===== config.mk =====
export PLATFORM = sky130hd
export DESIGN_NAME = rv32i_mc_core
export DESIGN_NICKNAME = d
export VERILOG_FILES = /design/src/rtl/rv32i_mc_core.sv
export SDC_FILE = /design/constraint.sdc
export NUM_CORES = 2
export LEC_CHECK = 0
export BUFFER_PORTS_ARGS = -buffer_cell sky130_fd_sc_hd__buf_2
export CORE_ASPECT_RATIO = 0.8
export CORE_UTILIZATION = 50
export CTS_CLUSTER_DIAMETER = 120
export DETAILED_ROUTE_END_ITERATION = 8
export HOLD_SLACK_MARGIN = 0.05
export PLACE_DENSITY = 0.68
export SETUP_SLACK_MARGIN = 0.5
export SLEW_MARGIN = 20
export SYNTH_ARGS = -nofsm -noshare
export SYNTH_HDL_FRONTEND = slang
export SYNTH_SLANG_ARGS = --single-unit
export TNS_END_PERCENT = 10

===== constraint.sdc =====
create_clock -name clk -period 50 [get_ports clk]
set_input_delay 7.5 -clock clk [delete_from_list [all_inputs] [get_ports clk]]
set_output_delay 7.5 -clock clk [all_outputs]
set_load 0.05 [all_outputs]

===== src/rtl/rv32i_mc_core.sv =====
// Multi-cycle RV32I/RV32E core with valid/ready instruction and data ports.
// It halts on a configurable halt word and traps on illegal instructions. It also has a debug register read port.
module rv32i_mc_core #(
    parameter logic [31:0] RESET_PC   = 32'h80000000,
    parameter logic [31:0] HALT_INSTR = 32'hdead10cc,
    parameter int          NREGS      = 32
) (
    input  logic        clk,
    input  logic        rst,
    output logic        imem_req,
    output logic [31:0] imem_addr,
    input  logic        imem_ready,
    input  logic [31:0] imem_rdata,
    output logic        dmem_req,
    output logic        dmem_we,
    output logic [2:0]  dmem_op,
    output logic [31:0] dmem_addr,
    output logic [31:0] dmem_wdata,
    input  logic        dmem_ready,
    input  logic [31:0] dmem_rdata,
    input  logic [4:0]  dbg_raddr,
    output logic [31:0] dbg_rdata,
    output logic [31:0] dbg_pc,
    output logic        wb,
    output logic        done,
    output logic        trap
);
    localparam int AW = $clog2(NREGS);

    localparam logic [6:0] OP_LUI    = 7'b0110111;
    localparam logic [6:0] OP_AUIPC  = 7'b0010111;
    localparam logic [6:0] OP_JAL    = 7'b1101111;
    localparam logic [6:0] OP_JALR   = 7'b1100111;
    localparam logic [6:0] OP_BRANCH = 7'b1100011;
    localparam logic [6:0] OP_LOAD   = 7'b0000011;
    localparam logic [6:0] OP_STORE  = 7'b0100011;
    localparam logic [6:0] OP_IMM    = 7'b0010011;
    localparam logic [6:0] OP_REG    = 7'b0110011;

    typedef enum logic [2:0] {S_FETCH, S_DECODE, S_EXEC, S_MEM, S_WB, S_HALT} state_t;

    state_t      state;
    logic [31:0] regs [NREGS];
    logic [31:0] pc, ir, rs1_val, rs2_val, imm, result, next_pc;
    logic        trap_q;

    logic [6:0]  opcode, funct7;
    logic [2:0]  funct3;
    logic [4:0]  rd, rs1, rs2;
    logic [AW-1:0] rd_idx;

    assign opcode = ir[6:0];
    assign rd     = ir[11:7];
    assign funct3 = ir[14:12];
    assign rs1    = ir[19:15];
    assign rs2    = ir[24:20];
    assign funct7 = ir[31:25];
    assign rd_idx = rd[AW-1:0];

    // Decode: legality, register usage and immediate format.
    logic        legal, uses_rd, uses_rs1, uses_rs2, illegal;
    logic [31:0] imm_dec;

    always_comb begin
        legal    = 1'b0;
        uses_rd  = 1'b0;
        uses_rs1 = 1'b0;
        uses_rs2 = 1'b0;
        imm_dec  = {{20{ir[31]}}, ir[31:20]};
        case (opcode)
            OP_LUI, OP_AUIPC: begin
                legal = 1'b1; uses_rd = 1'b1; imm_dec = {ir[31:12], 12'b0};
            end
            OP_JAL: begin
                legal = 1'b1; uses_rd = 1'b1;
                imm_dec = {{11{ir[31]}}, ir[31], ir[19:12], ir[20], ir[30:21], 1'b0};
            end
            OP_JALR: begin
                legal = (funct3 == 3'b000); uses_rd = 1'b1; uses_rs1 = 1'b1;
            end
            OP_BRANCH: begin
                legal = (funct3 != 3'b010) && (funct3 != 3'b011);
                uses_rs1 = 1'b1; uses_rs2 = 1'b1;
                imm_dec = {{19{ir[31]}}, ir[31], ir[7], ir[30:25], ir[11:8], 1'b0};
            end
            OP_LOAD: begin
                legal = (funct3 inside {3'b000, 3'b001, 3'b010, 3'b100, 3'b101});
                uses_rd = 1'b1; uses_rs1 = 1'b1;
            end
            OP_STORE: begin
                legal = (funct3 <= 3'b010); uses_rs1 = 1'b1; uses_rs2 = 1'b1;
                imm_dec = {{20{ir[31]}}, ir[31:25], ir[11:7]};
            end
            OP_IMM: begin
                legal = (funct3 == 3'b001) ? (funct7 == 7'h00) :
                        (funct3 == 3'b101) ? (funct7 == 7'h00 || funct7 == 7'h20) : 1'b1;
                uses_rd = 1'b1; uses_rs1 = 1'b1;
            end
            OP_REG: begin
                legal = (funct7 == 7'h00) ||
                        (funct7 == 7'h20 && (funct3 == 3'b000 || funct3 == 3'b101));
                uses_rd = 1'b1; uses_rs1 = 1'b1; uses_rs2 = 1'b1;
            end
            default: legal = 1'b0;
        endcase
        illegal = !legal || ((NREGS < 32) &&
                  ((uses_rd && rd[4]) || (uses_rs1 && rs1[4]) || (uses_rs2 && rs2[4])));
    end

    // Execute: ALU, branch compare, result and next-PC selection.
    logic [31:0] op_b, sum, alu_out, exec_result, exec_next;
    logic        alt, taken;

    always_comb begin
        op_b = (opcode == OP_REG) ? rs2_val : imm;
        alt  = ir[30] && (opcode == OP_REG || funct3 == 3'b101);
        sum  = rs1_val + imm;
        case (funct3)
            3'b000:  alu_out = alt ? rs1_val - op_b : rs1_val + op_b;
            3'b001:  alu_out = rs1_val << op_b[4:0];
            3'b010:  alu_out = {31'b0, $signed(rs1_val) < $signed(op_b)};
            3'b011:  alu_out = {31'b0, rs1_val < op_b};
            3'b100:  alu_out = rs1_val ^ op_b;
            3'b101:  alu_out = alt ? 32'($signed(rs1_val) >>> op_b[4:0]) : rs1_val >> op_b[4:0];
            3'b110:  alu_out = rs1_val | op_b;
            default: alu_out = rs1_val & op_b;
        endcase
        case (funct3)
            3'b000:  taken = (rs1_val == rs2_val);
            3'b001:  taken = (rs1_val != rs2_val);
            3'b100:  taken = ($signed(rs1_val) < $signed(rs2_val));
            3'b101:  taken = ($signed(rs1_val) >= $signed(rs2_val));
            3'b110:  taken = (rs1_val < rs2_val);
            3'b111:  taken = (rs1_val >= rs2_val);
            default: taken = 1'b0;
        endcase
        exec_next = pc + 32'd4;
        case (opcode)
            OP_LUI:             exec_result = imm;
            OP_AUIPC:           exec_result = pc + imm;
            OP_JAL, OP_JALR:    exec_result = pc + 32'd4;
            OP_LOAD, OP_STORE:  exec_result = sum;
            default:            exec_result = alu_out;
        endcase
        if (opcode == OP_JAL || (opcode == OP_BRANCH && taken)) exec_next = pc + imm;
        else if (opcode == OP_JALR)                             exec_next = sum & ~32'd1;
    end

    always_ff @(posedge clk or posedge rst) begin
        if (rst) begin
            state   <= S_FETCH;
            pc      <= RESET_PC;
            ir      <= '0;
            rs1_val <= '0;
            rs2_val <= '0;
            imm     <= '0;
            result  <= '0;
            next_pc <= '0;
            trap_q  <= 1'b0;
            // NOTE: the register file must come up zeroed, so it is built from resettable flops rather than a RAM.
            for (int i = 0; i < NREGS; i++) regs[i] <= '0;
        end else begin
            case (state)
                S_FETCH: if (imem_ready) begin
                    if (imem_rdata == HALT_INSTR) state <= S_HALT;
                    else begin
                        ir    <= imem_rdata;
                        state <= S_DECODE;
                    end
                end
                S_DECODE: if (illegal) begin
                    trap_q <= 1'b1;
                    state  <= S_HALT;
                end else begin
                    rs1_val <= regs[rs1[AW-1:0]];
                    rs2_val <= regs[rs2[AW-1:0]];
                    imm     <= imm_dec;
                    state   <= S_EXEC;
                end
                S_EXEC: begin
                    result  <= exec_result;
                    next_pc <= exec_next;
                    state   <= (opcode == OP_LOAD || opcode == OP_STORE) ? S_MEM : S_WB;
                end
                S_MEM: if (dmem_ready) begin
                    if (opcode == OP_LOAD) result <= dmem_rdata;
                    state <= S_WB;
                end
                S_WB: begin
                    if (uses_rd && rd_idx != '0) regs[rd_idx] <= result;
                    pc    <= next_pc;
                    state <= S_FETCH;
                end
                default: state <= S_HALT;
            endcase
        end
    end

    // Requests are decoded from state; the reset term keeps imem_req low while rst is held.
    assign imem_req   = (state == S_FETCH) && !rst;
    assign imem_addr  = pc;
    assign dmem_req   = (state == S_MEM);
    assign dmem_we    = dmem_req && (opcode == OP_STORE);
    assign dmem_op    = dmem_req ? funct3 : 3'b000;
    assign dmem_addr  = dmem_req ? result : 32'd0;
    assign dmem_wdata = dmem_req ? rs2_val : 32'd0;
    assign wb         = (state == S_WB);
    assign dbg_pc     = wb ? pc : 32'd0;
    assign done       = (state == S_HALT);
    assign trap       = trap_q;
    assign dbg_rdata  = (dbg_raddr == 5'd0 || 32'(dbg_raddr) >= 32'(NREGS)) ? 32'd0
                                                                             : regs[dbg_raddr[AW-1:0]];
endmodule


==> impl_metrics.py <==
metrics = {
    "timing": {
        "hold_ws_ps": 419,
        "timing.final.hold_violations": 0,
        "finalSetupViolCount": 0,
        "finalCritPeriodShare_pct": 39.3,
        "drv_slew": 0,
        "period_needed_ps": 19640,
        "fin_skew_ps": 51.8,
        "relSlewSlack_pct": 17.2,
        "fmax_mhz": 50.9,
        "worst_pin_slew_ps": 1230,
        "grt_setup_unrepaired": "false",
        "setup_tns_ps": 0,
    },
    "logic_synthesis": {
        "yosysSeqAreaShare_pct": 36.4,
        "post_synth.cell_area_avg_sq_um": 12.5,
        "synth-edff-count": 0,
        "synth_top_cell_area_share_pct": 36.4,
        "synth_area_sq_um": 86100,
        "synth_fp_nets": 7169,
        "ys.warnings.count": 0,
        "yosys.area.top_type": "dfrtp_1",
        "ys_top_cells_by_area": "dfrtp_1 (36%), mux4_2 (25%), mux2_2 (14%), ha_1 (2.7%), o21ai_0 (2.1%)",
        "postSynthCellCount": 6907,
        "synthFlopType": "dfrtp_1",
        "ys_seq_elements": 1252,
        "synthArstFlopShare_pct": 100,
        "synth.distinct_cells": 106,
    },
    "global_route": {
        "grt_pass1_vias": 65800,
        "grt_pass1_wl_mm": 483,
        "grt_util_all_layers_pct": 38.6,
        "grt_max_degree": 193,
        "grt_overflow": 0,
        "grt_antenna_before_repair": 19,
    },
    "drt": {
        "viasPerCell": 7.39,
        "drt_first_pass_iters": 9,
        "wirelength_mm": 336,
        "drt-initial-drc-count": 10600,
        "ant_nets": 0,
        "drc": 22,
        "dr_total_vias": 67700,
        "wl_per_cell_um": 36.7,
    },
    "final_layout": {
        "fin_area_sq_um": 94200,
        "drive_gt1_share_pct": 40.4,
        "area_delta_synth_final_pct": 9.45,
        "fill_cells": 13700,
        "nets": 7052,
    },
    "critical_path": {
        "crit_fanout": 62,
        "worstSetupStartpointType": "primary input",
        "crit_arrival_ps": 12140,
        "setup.worst_path.end_class": "output pin",
        "worstRegToRegCells": 20,
        "path_class": "in -> out",
        "crit_required_ps": 42500,
        "r2r_start": "ir[3]$_DFFE_PP0P_",
        "r2r_end": "result[31]$_DFFE_PP0P_",
        "r2r_slack_ps": 43030,
    },
    "clocking": {
        "post_cts_buffers": 0,
        "htreeDepth": 4,
        "cts_buffer_depth": 3,
        "holdBufCountCts": 0,
        "numCtsBuffers": 135,
        "cts_resized": 0,
        "clk_pin_slew_ps": 60,
        "tritoncts": "built",
        "cts_root_buf": "clkbuf_16",
        "cts.sinks": 1252,
        "clock_latency_ps": 820,
    },
    "die": {
        "core_area_sq_um": 170000,
        "num_rows": 135,
        "pin_count": 242,
        "die_w_um": 466,
        "dieArea_sq_um": 174000,
        "fp.dieH_um": 373,
        "start_util_pct": 50.6,
    },
    "run_status": {
        "failed_checks": "DRC",
        "status": "finished with violations",
    },
    "run": {
        "drv_cap": 0,
    },
    "pwr": {
        "leakagePower_nw": 41.4,
        "pwr_density_cell_nw_per_um2": 42.6,
        "irDropWorstVdd_v": 0.0000391,
    },
    "place": {
        "placed_cell_area_sq_um": 89400,
        "place_hpwl_mm": 215,
        "portBuffers": 241,
        "finalWeightedCongestion": 1.13,
    },
    "worst_hold_path": {
        "min_to": "regs[996]$_DFFE_PP0P_",
        "hp-start": "regs[996]$_DFFE_PP0P_",
        "hold_class": "reg -> reg",
        "min_path_cells": 0,
    },
}
-- area by class of cell --
| class | instances | area [sq um] | area share, % |
|---|---|---|---|
| diodes | 6 | 15.0 | 0.0159 |
| clock buffers | 185 | 3870 | 4.11 |
| clock inverters | 58 | 920 | 0.976 |
| inverters | 158 | 601 | 0.637 |
| multi-input cells | 4816 | 51900 | 55.1 |
| flip-flops and latches | 1252 | 31400 | 33.3 |
| well taps | 2260 | 2830 | 3.00 |
| repair buffers | 427 | 2740 | 2.90 |
-- synthesized netlist by cell type (7+ instances only) --
cell / instances
or3_1: 28
xor2_1: 36
nand2_1: 383
mux2_2: 1069
a221o_1: 21
nor4_1: 24
o31ai_1: 16
a211o_1: 18
buf_1: 177
dfrtp_1: 1251
nand4_1: 34
mux2i_1: 161
ha_1: 186
and2_1: 45
o21bai_1: 35
o221ai_1: 31
nor3_1: 73
nand3b_1: 7
a21oi_1: 319
inv_1: 156
clkbuf_1: 470
a21boi_0: 7
xnor2_1: 88
nor2_1: 306
nor3b_1: 8
or2_2: 9
a221oi_1: 38
buf_2: 27
a211oi_1: 58
o22ai_1: 18
o211ai_1: 32
nor2b_1: 21
mux4_2: 963
o21ai_0: 353
o21ai_1: 18
and3_1: 61
o21a_1: 16
or4_1: 8
a22oi_1: 15
nand3_1: 87
nand2b_1: 12
a21o_1: 49
a31oi_1: 48
-- per-stage QoR --
| step | std cells | setup WS [ps] | utilization (%) | power [mW] |
|---|---|---|---|---|
| final | 9162 | 30360 | 55.4 | 4.01 |
| after global routing | 9156 | 29960 | 55.4 | 4.12 |
| after CTS | 9155 | 30240 | 55.4 | 3.94 |
| after detailed placement | 8912 | 30230 | 52.6 | 2.85 |
| after global placement | 8910 | 30360 | 52.5 | 2.85 |
| after floorplan | 6907 | 7220 | - | 2.28 |
-- flip-flops by register name, summed over array words and instances, names as in the netlist --
signal / count
result: 32
rs1_val: 32
imm: 32
rs2_val: 32
trap: 1
regs: 1024
next_pc: 32
imem_addr: 32
ir: 32
state: 3
-- where the power goes --
part	total (mW)	switching (mW)	internal, mW
Clock	1.10	0.460	0.638
Combinational	1.68	1.10	0.578
Sequential	1.24	0.179	1.06
-- metal layers --
layer | vias up | wire (um) | part of all wire [%] | global-route usage (%)
li1 | 26500 | - | - | -
met1 | 34700 | 123000 | 37 | 51.5
met2 | 5312 | 141000 | 42 | 53.8
met3 | 1169 | 46200 | 14 | 13.5
met4 | 6 | 25400 | 7.6 | 23.8
met5 | - | 44 | 0.013 | 0
-- worst max path at each step --
stage | end | from | cells past startpoint | slack [ps]
2_1_floorplan | imem_addr[0]$_DFFE_PP0P_ | rst | 1 | 7220
3_3_place_gp | dbg_rdata[6] | dbg_raddr[0] | 9 | 30360
3_5_place_dp | dbg_rdata[6] | dbg_raddr[0] | 9 | 30230
4_1_cts | dbg_rdata[6] | dbg_raddr[0] | 9 | 30240
5_1_grt | dbg_rdata[6] | dbg_raddr[0] | 9 | 29960
6_report | dbg_rdata[6] | dbg_raddr[0] | 9 | 30360
-- critical path, stage by stage --
cell     delay (ps)
buf_8           510
buf_4           750
buf_4           640
buf_4           810
mux4_2          620
mux4_2          460
mux2i_1         410
nor2_1           80
buf_2           230
-- cells in the final DEF, fill, tap and decap left out, types with 70 or more instances in the layout --
cell	n
a21oi_1	317
buf_2	236
buf_4	179
clkbuf_16	140
dfrtp_1	1239
ha_1	186
inv_1	154
mux2_2	1069
mux2i_1	161
mux4_2	963
nand2_1	363
nand3_1	86
nor2_1	294
nor3_1	70
o21ai_0	353
xnor2_1	88
-- kinds of logic after synthesis --
kind of cell / after synthesis / share of synthesized area, %
buffers and inverters: 839 / 3.74
AND/OR/NAND/NOR: 1139 / 6.23
flip-flops: 1252 / 36.4
adder cells (fa/ha/maj): 189 / 2.77
AO/OA/AOI/OAI: 1171 / 8.56
multiplexers: 2193 / 41.0
XOR/XNOR: 124 / 1.26
(Power assumes the default switching activity.)
